File: src/rtl/video_timing_gen.sv
// Raster timing generator: pixel/line counters, blanking, sync, strobes and a blank-gated RGB path.
// Define VTG_CENTER_EN to latch h_shift/v_shift at each frame start for runtime sync centring.
module video_timing_gen #(
    parameter int RGB_W    = 12,
    parameter int CNT_W    = 9,
    parameter int H_ACTIVE = 288,
    parameter int H_FP     = 23,
    parameter int H_SYNC   = 31,
    parameter int H_BP     = 42,
    parameter int V_ACTIVE = 224,
    parameter int V_FP     = 3,
    parameter int V_SYNC   = 7,
    parameter int V_BP     = 29,
    parameter int HS_POL   = 0,
    parameter int VS_POL   = 0
) (
    input  logic                    clk_sys,
    input  logic                    reset_n,
    input  logic                    ce_pix,
    input  logic [RGB_W-1:0]        rgb_in,
    input  logic signed [3:0]       h_shift,
    input  logic signed [3:0]       v_shift,
    output logic [CNT_W-1:0]        hpos,
    output logic [CNT_W-1:0]        vpos,
    output logic                    hblank,
    output logic                    vblank,
    output logic                    hsync,
    output logic                    vsync,
    output logic                    line_start,
    output logic                    frame_start,
    output logic                    field,
    output logic [RGB_W-1:0]        rgb_out,
    output logic                    de_out
);
    localparam int H_TOTAL = H_ACTIVE + H_FP + H_SYNC + H_BP;
    localparam int V_TOTAL = V_ACTIVE + V_FP + V_SYNC + V_BP;

    localparam logic [CNT_W-1:0] H_LAST = CNT_W'(H_TOTAL - 1);
    localparam logic [CNT_W-1:0] V_LAST = CNT_W'(V_TOTAL - 1);
    localparam logic [CNT_W-1:0] H_ACT  = CNT_W'(H_ACTIVE);
    localparam logic [CNT_W-1:0] V_ACT  = CNT_W'(V_ACTIVE);

    localparam logic signed [CNT_W:0] HS_NOM = (CNT_W+1)'(H_ACTIVE + H_FP);
    localparam logic signed [CNT_W:0] HS_MIN = (CNT_W+1)'(H_ACTIVE);
    localparam logic signed [CNT_W:0] HS_MAX = (CNT_W+1)'(H_TOTAL - H_SYNC);
    localparam logic signed [CNT_W:0] VS_NOM = (CNT_W+1)'(V_ACTIVE + V_FP);
    localparam logic signed [CNT_W:0] VS_MIN = (CNT_W+1)'(V_ACTIVE);
    localparam logic signed [CNT_W:0] VS_MAX = (CNT_W+1)'(V_TOTAL - V_SYNC);
    localparam logic [CNT_W:0]        HS_LEN = (CNT_W+1)'(H_SYNC);
    localparam logic [CNT_W:0]        VS_LEN = (CNT_W+1)'(V_SYNC);

    localparam logic HS_ON = 1'(HS_POL);
    localparam logic VS_ON = 1'(VS_POL);

    // Sync start = nominal + signed shift, clamped so the pulse never leaves blanking.
    function automatic logic [CNT_W:0] sync_start(
        input logic signed [CNT_W:0] nominal,
        input logic signed [3:0]     shift,
        input logic signed [CNT_W:0] lo,
        input logic signed [CNT_W:0] hi
    );
        logic signed [CNT_W:0] raw;
        raw = nominal + $signed({{(CNT_W-3){shift[3]}}, shift});
        if (raw < lo) begin
            sync_start = lo;
        end else if (raw > hi) begin
            sync_start = hi;
        end else begin
            sync_start = raw;
        end
    endfunction

    function automatic logic in_window(
        input logic [CNT_W-1:0] pos,
        input logic [CNT_W:0]   start,
        input logic [CNT_W:0]   len
    );
        logic [CNT_W:0] p;
        p         = {1'b0, pos};
        in_window = (p >= start) && (p < (start + len));
    endfunction

    logic [CNT_W-1:0] hpos_r;
    logic [CNT_W-1:0] vpos_r;
    logic             hblank_r;
    logic             vblank_r;
    logic             hsync_r;
    logic             vsync_r;
    logic             field_r;
    logic [RGB_W-1:0] rgb_out_r;
    logic             de_out_r;

    logic [CNT_W-1:0] h_nxt_s;
    logic [CNT_W-1:0] v_nxt_s;
    logic             h_wrap_s;
    logic             v_wrap_s;
    logic             frame_wrap_s;
    logic signed [3:0] hs_lat_s;
    logic signed [3:0] vs_lat_s;
    logic [CNT_W:0]   hs0_s;
    logic [CNT_W:0]   vs0_s;

    // Next-count computation shared by the counters and the flag decode.
    always_comb begin
        h_wrap_s = (hpos_r == H_LAST);
        v_wrap_s = (vpos_r == V_LAST);
        if (h_wrap_s) begin
            h_nxt_s = {CNT_W{1'b0}};
            if (v_wrap_s) begin
                v_nxt_s = {CNT_W{1'b0}};
            end else begin
                v_nxt_s = vpos_r + CNT_W'(1);
            end
        end else begin
            h_nxt_s = hpos_r + CNT_W'(1);
            v_nxt_s = vpos_r;
        end
    end

    assign frame_wrap_s = h_wrap_s & v_wrap_s;

`ifdef VTG_CENTER_EN
    logic signed [3:0] hs_lat_r;
    logic signed [3:0] vs_lat_r;

    // Shifts are captured on the frame wrap so a frame never changes sync position midway.
    always_ff @(posedge clk_sys) begin
        if (!reset_n) begin
            hs_lat_r <= 4'sd0;
            vs_lat_r <= 4'sd0;
        end else if (ce_pix && frame_wrap_s) begin
            hs_lat_r <= h_shift;
            vs_lat_r <= v_shift;
        end
    end

    assign hs_lat_s = hs_lat_r;
    assign vs_lat_s = vs_lat_r;
`else
    logic unused_shift_s;
    assign unused_shift_s = ^{h_shift, v_shift};
    assign hs_lat_s       = 4'sd0;
    assign vs_lat_s       = 4'sd0;
`endif

    assign hs0_s = sync_start(HS_NOM, hs_lat_s, HS_MIN, HS_MAX);
    assign vs0_s = sync_start(VS_NOM, vs_lat_s, VS_MIN, VS_MAX);

    // Counters, decoded flags, field and the blank-gated pixel path all advance on ce_pix.
    always_ff @(posedge clk_sys) begin
        if (!reset_n) begin
            hpos_r    <= {CNT_W{1'b0}};
            vpos_r    <= {CNT_W{1'b0}};
            hblank_r  <= 1'b0;
            vblank_r  <= 1'b0;
            hsync_r   <= ~HS_ON;
            vsync_r   <= ~VS_ON;
            field_r   <= 1'b0;
            rgb_out_r <= {RGB_W{1'b0}};
            de_out_r  <= 1'b0;
        end else if (ce_pix) begin
            hpos_r    <= h_nxt_s;
            vpos_r    <= v_nxt_s;
            hblank_r  <= (h_nxt_s >= H_ACT);
            vblank_r  <= (v_nxt_s >= V_ACT);
            hsync_r   <= in_window(h_nxt_s, hs0_s, HS_LEN) ? HS_ON : ~HS_ON;
            vsync_r   <= in_window(v_nxt_s, vs0_s, VS_LEN) ? VS_ON : ~VS_ON;
            field_r   <= frame_wrap_s ? ~field_r : field_r;
            rgb_out_r <= (hblank_r | vblank_r) ? {RGB_W{1'b0}} : rgb_in;
            de_out_r  <= ~(hblank_r | vblank_r);
        end
    end

    // Strobes mark the clk_sys cycle that carries the wrapping ce_pix, so they cannot be delayed.
    assign line_start  = ce_pix & reset_n & h_wrap_s;
    assign frame_start = ce_pix & reset_n & frame_wrap_s;

    assign hpos    = hpos_r;
    assign vpos    = vpos_r;
    assign hblank  = hblank_r;
    assign vblank  = vblank_r;
    assign hsync   = hsync_r;
    assign vsync   = vsync_r;
    assign field   = field_r;
    assign rgb_out = rgb_out_r;
    assign de_out  = de_out_r;

endmodule
File: config.mk
export PLATFORM = sky130hd
export DESIGN_NAME = video_timing_gen
export DESIGN_NICKNAME = d
export VERILOG_FILES = /design/src/rtl/video_timing_gen.sv
export SDC_FILE = /design/constraint.sdc
export NUM_CORES = 1
export LEC_CHECK = 0
export CORE_UTILIZATION = 47
export DETAILED_ROUTE_END_ITERATION = 10
export GPL_ROUTABILITY_DRIVEN = 0
export PLACE_DENSITY = 0.8
export REMOVE_ABC_BUFFERS = 1
export SKIP_CTS_REPAIR_TIMING = 1
export SLEW_MARGIN = 15
export SYNTH_ARGS = -nofsm -noshare
export SYNTH_HDL_FRONTEND = slang
export SYNTH_SLANG_ARGS = --single-unit
File: constraint.sdc
create_clock -name clk_sys -period 2.4 [get_ports clk_sys]
set_input_delay 0.24 -clock clk_sys [delete_from_list [all_inputs] [get_ports clk_sys]]
set_output_delay 0.24 -clock clk_sys [all_outputs]
set_load 0.02 [all_outputs]
* After elaboration in Yosys (flattened, before gate mapping)
Index checks and enable logic that the tools add are counted.
Cells by class: reductions and logical operators 3, $lt $le $gt $ge 6, $add $sub $neg 2, eq/ne operators 2, muxes and demuxes 6, bitwise logic cells 7
Operators with widths (number):
- 2-to-1 mux 9 bit | 3
- adder 9 x 1 -> 9 bit, second input constant | 2
- equality test 9 bit, second input constant | 2
- >= comparator 9 x 8 -> 1 bit, second input constant | 2
- >= comparator 9 bit, second input constant | 2
- 2-to-1 mux 12 bit | 1
- less-than comparator 9 x 8 -> 1 bit, second input constant | 1
- less-than comparator 9 bit, second input constant | 1
- bitwise AND 1 bit | 4
- logical AND 1 bit | 2
- 2-to-1 mux 1 bit | 2
- NOT 1 bit | 2
- AND reduction 2 bit | 1
- OR 1 bit | 1
Word-level totals: register bits after elaboration 36, output and inout bits 38, input port bits 23

* Longest topological paths before layout
word-level depth 6, depth in mapped cells 9, gate-level depth less buffers 8

* Worst setup path before layout
Ideal clock, no wire load.
path kind register -> output, from reg hpos_r[0], in the netlist hpos[0], to out frame_start, path slack 0.069 ns, arrival 2.091 ns, data required time 2.160 ns, cell stages (with the launch flop) 8, cells stage by stage dfxtp_1 ha_1 buf_2 and4_1 nand3_1 clkbuf_1 nor2_1 and2_1
On the way: word-level cells in the longest chain between the ends 3
Ends and longest elaborated chain:
- start: declaration | line 83 | logic [CNT_W-1:0] hpos_r;
- start signal: assignment | line 152 | hpos_r <= {CNT_W{1'b0}};
- start signal: assignment | line 162 | hpos_r <= h_nxt_s;
- equality test 9 bit | line 105 | h_wrap_s = (hpos_r == H_LAST);
- bitwise AND 1 bit | line 120 | assign frame_wrap_s = h_wrap_s & v_wrap_s;
- bitwise AND 1 bit | line 176 | assign frame_start = ce_pix & reset_n & frame_wrap_s;
- end: declaration | line 30 | output logic frame_start,
No other way between the ends.

* Final worst setup path
from reg hpos_r[1], in the netlist hpos[1], to out line_start
On the way: word-level cells in the longest chain between the ends 2
Ends and longest elaborated chain:
- equality test 9 bit | line 105
- bitwise AND 1 bit | line 175 | assign line_start = ce_pix & reset_n & h_wrap_s;
- end: declaration | line 29 | output logic line_start,
No other way between the ends.

==> impl_metrics.toml <==
[final_layout]
num-fill-cells = 341
final_util_pct = 67.8
drive_above_1_share_pct = 11.1
stdcell_count = 364
largest_reg_flops = 12
synthToLayoutAreaGrowth_pct = 36.9
antenna_cells = 0
stdcell_area_mm2 = 0.00275
layout.nets = 340

[die]
coreArea_mm2 = 0.00406
die_width_um = 67.4
initial_utilization_pct = 49.5
num_rows = 23
die_y_um = 67.4
ioPinCount = 61
dieArea_mm2 = 0.00454

[route]
avgRoutedWirePerCell_um = 13.3
drtIter0Drc = 58
drc = 0
vias = 2002
via_per_inst = 5.50
antenna_left = 0
drt_wl_total_um = 4860
drt_pass1_iterations = 4

[synthesis]
postSynthCellCount = 255
yosysSeqAreaShare_pct = 35.9
synth.cell_area_mm2 = 0.00201
ys_warn_count = 0
ys.flop_type = "dfxtp_1"
ys_ff_latch = 36
ys_types = 49
syn_avg_cell_area_um2 = 7.88
ys_async_sr_fraction_pct = 0
synth_edf_count = 0

[setup_path]
critPathKind = "reg -> out"
cp_max_fo = 4
start_kind = "register"
end_kind = "primary output"
critPathRequiredTime_ps = 2160
r2r.worst_path.cells = 9
arrival_ps = 1960

[grt]
grt.met2_usage_pct = 38.4
grt_pass1_wl_um = 7750
grt_usage_pct = 22.6
grt_max_degree = 37
antenna_found_initial = 0
use_met3_pct = 5.57
grt_use_met1_pct = 27.9
grt_pass1_vias = 1762
grt-ovfl-total = 0
grt_busiest_layer = "met2"

[flow_run]
cap_violations = 0

[clocking]
cts_max_path_buffers = 2
clock_sinks = 36
cts_tree = "built"
path_clk_slew_ps = 70
insertion_delay_ps = 290
htreeDepth = 2
numCtsBuffers = 5
cts_root_buf = "clkbuf_8"

[timing]
fin_crit_ps = 2200
fin_crit_sh_pct = 91.6
tns_ps = 0
slew_violations = 0
hold_slack_ps = 513
rsz0062_at_grt = "false"
maxSlewHeadroom_pct = 74.9
tightest_slew_ps = 373
finalWorstSetupSlack_ps = 201
timing.fmax_mhz = 455
setup_viol = 0
fin_skew_ps = 7.31
hold_viol = 0

[power]
pwr_density_cell_mw_per_mm2 = 486
fin_total_pwr_mw = 1.34
p_leak_nw = 1.00
vdd_ir_drop_max_mv = 0.271

[placed_design]
port_buffers = 52
dp_hpwl_um = 3390
preCtsSetupSlack_ps = 227
dpl-instance-area_mm2 = 0.00264
dp_cells = 356

[min_path]
worstHoldPathCells = 2
hp-class = "reg -> reg"

[run_status]
status = "finished, final reports clean"
-- path summary, 6_finish.rpt --
kind                            startpoint         end  slack (ps)
worst max-delay path               hpos[1]  line_start         200
worst min-delay path                hblank      hblank         510
worst max register to register     vpos[0]       vsync         250
worst min register to register      hblank      hblank         510
-- synth_stat cells, drive strengths merged (2+ instances only) --
cell type | count | share of area (%)
o21ai | 10 | 2.5
nor4b | 2 | 1.2
a31oi | 2 | 0.62
nor2 | 43 | 8.0
a22oi | 12 | 4.5
and3 | 2 | 0.62
and4 | 2 | 0.87
nand2b | 2 | 0.62
nor3 | 14 | 3.5
nor2b | 3 | 0.93
a211oi | 4 | 1.5
dfxtp | 36 | 36
xnor2 | 7 | 3.1
inv | 8 | 1.5
mux2i | 3 | 1.5
o221ai | 2 | 1.2
nand4 | 5 | 1.6
nand4b | 3 | 1.3
clkbuf | 10 | 1.9
nor3b | 2 | 0.75
xor2 | 4 | 1.7
ha | 4 | 2.5
buf | 10 | 3.1
nand2 | 16 | 3.0
o31ai | 2 | 0.75
nand3 | 9 | 2.2
and2 | 5 | 1.6
a21oi | 19 | 4.9
-- per-layer routing --
metal	vias up	wire length (um)
li1	1023	-
met3	7	294
met1	915	2240
met5	-	0
met2	57	2260
met4	0	60
-- cells by family after synthesis --
family | count (synthesis) | synth area share, %
xor+xnor | 11 | 4.80
simple gates | 115 | 29.8
buf+inv | 28 | 6.42
compound gates | 58 | 19.1
flops | 36 | 35.9
mux | 3 | 1.50
fa+ha+maj | 4 | 2.49
-- worst max-delay path, cell delays in order (launching register included) --
cell and delay, ps:
dfxtp_1 340, ha_1 160, and4_1 250, nand3_1 110, nor2_1 170, clkdlybuf4s50_1 640
-- final cells by class --
type	count	area [um2]	area share [%]
clock inverters	3	42.5	1.55
well taps	50	62.6	2.27
repair buffers	71	666	24.2
inverters	8	30.0	1.09
multi-input cells	191	1160	42.1
flip-flops and latches	36	722	26.3
clock buffers	5	68.8	2.50
-- cell usage in the layout, fill, tap and decap left out, types with 3 or more instances in the layout --
cell type / n
inv_1: 7
nor3_1: 14
clkbuf_8: 5
o21ai_0: 9
nor2_1: 43
nand3_1: 9
ha_1: 4
nor2b_1: 3
a21oi_1: 18
xor2_1: 4
nand4b_1: 3
xnor2_1: 7
a211oi_1: 4
dfxtp_1: 35
mux2i_1: 3
nand2_1: 16
buf_4: 19
and2_1: 5
nand4_1: 5
a22oi_1: 12
clkdlybuf4s50_1: 51
-- report_power, final --
group	switching, mW	internal [mW]	leakage [nW]
logic	0.0873	0.0841	0.657
registers	0.0124	0.616	0.294
clock network	0.229	0.307	0.0541
total	0.329	1.01	1.00
Note: power is estimated with default switching activity, not from simulation.
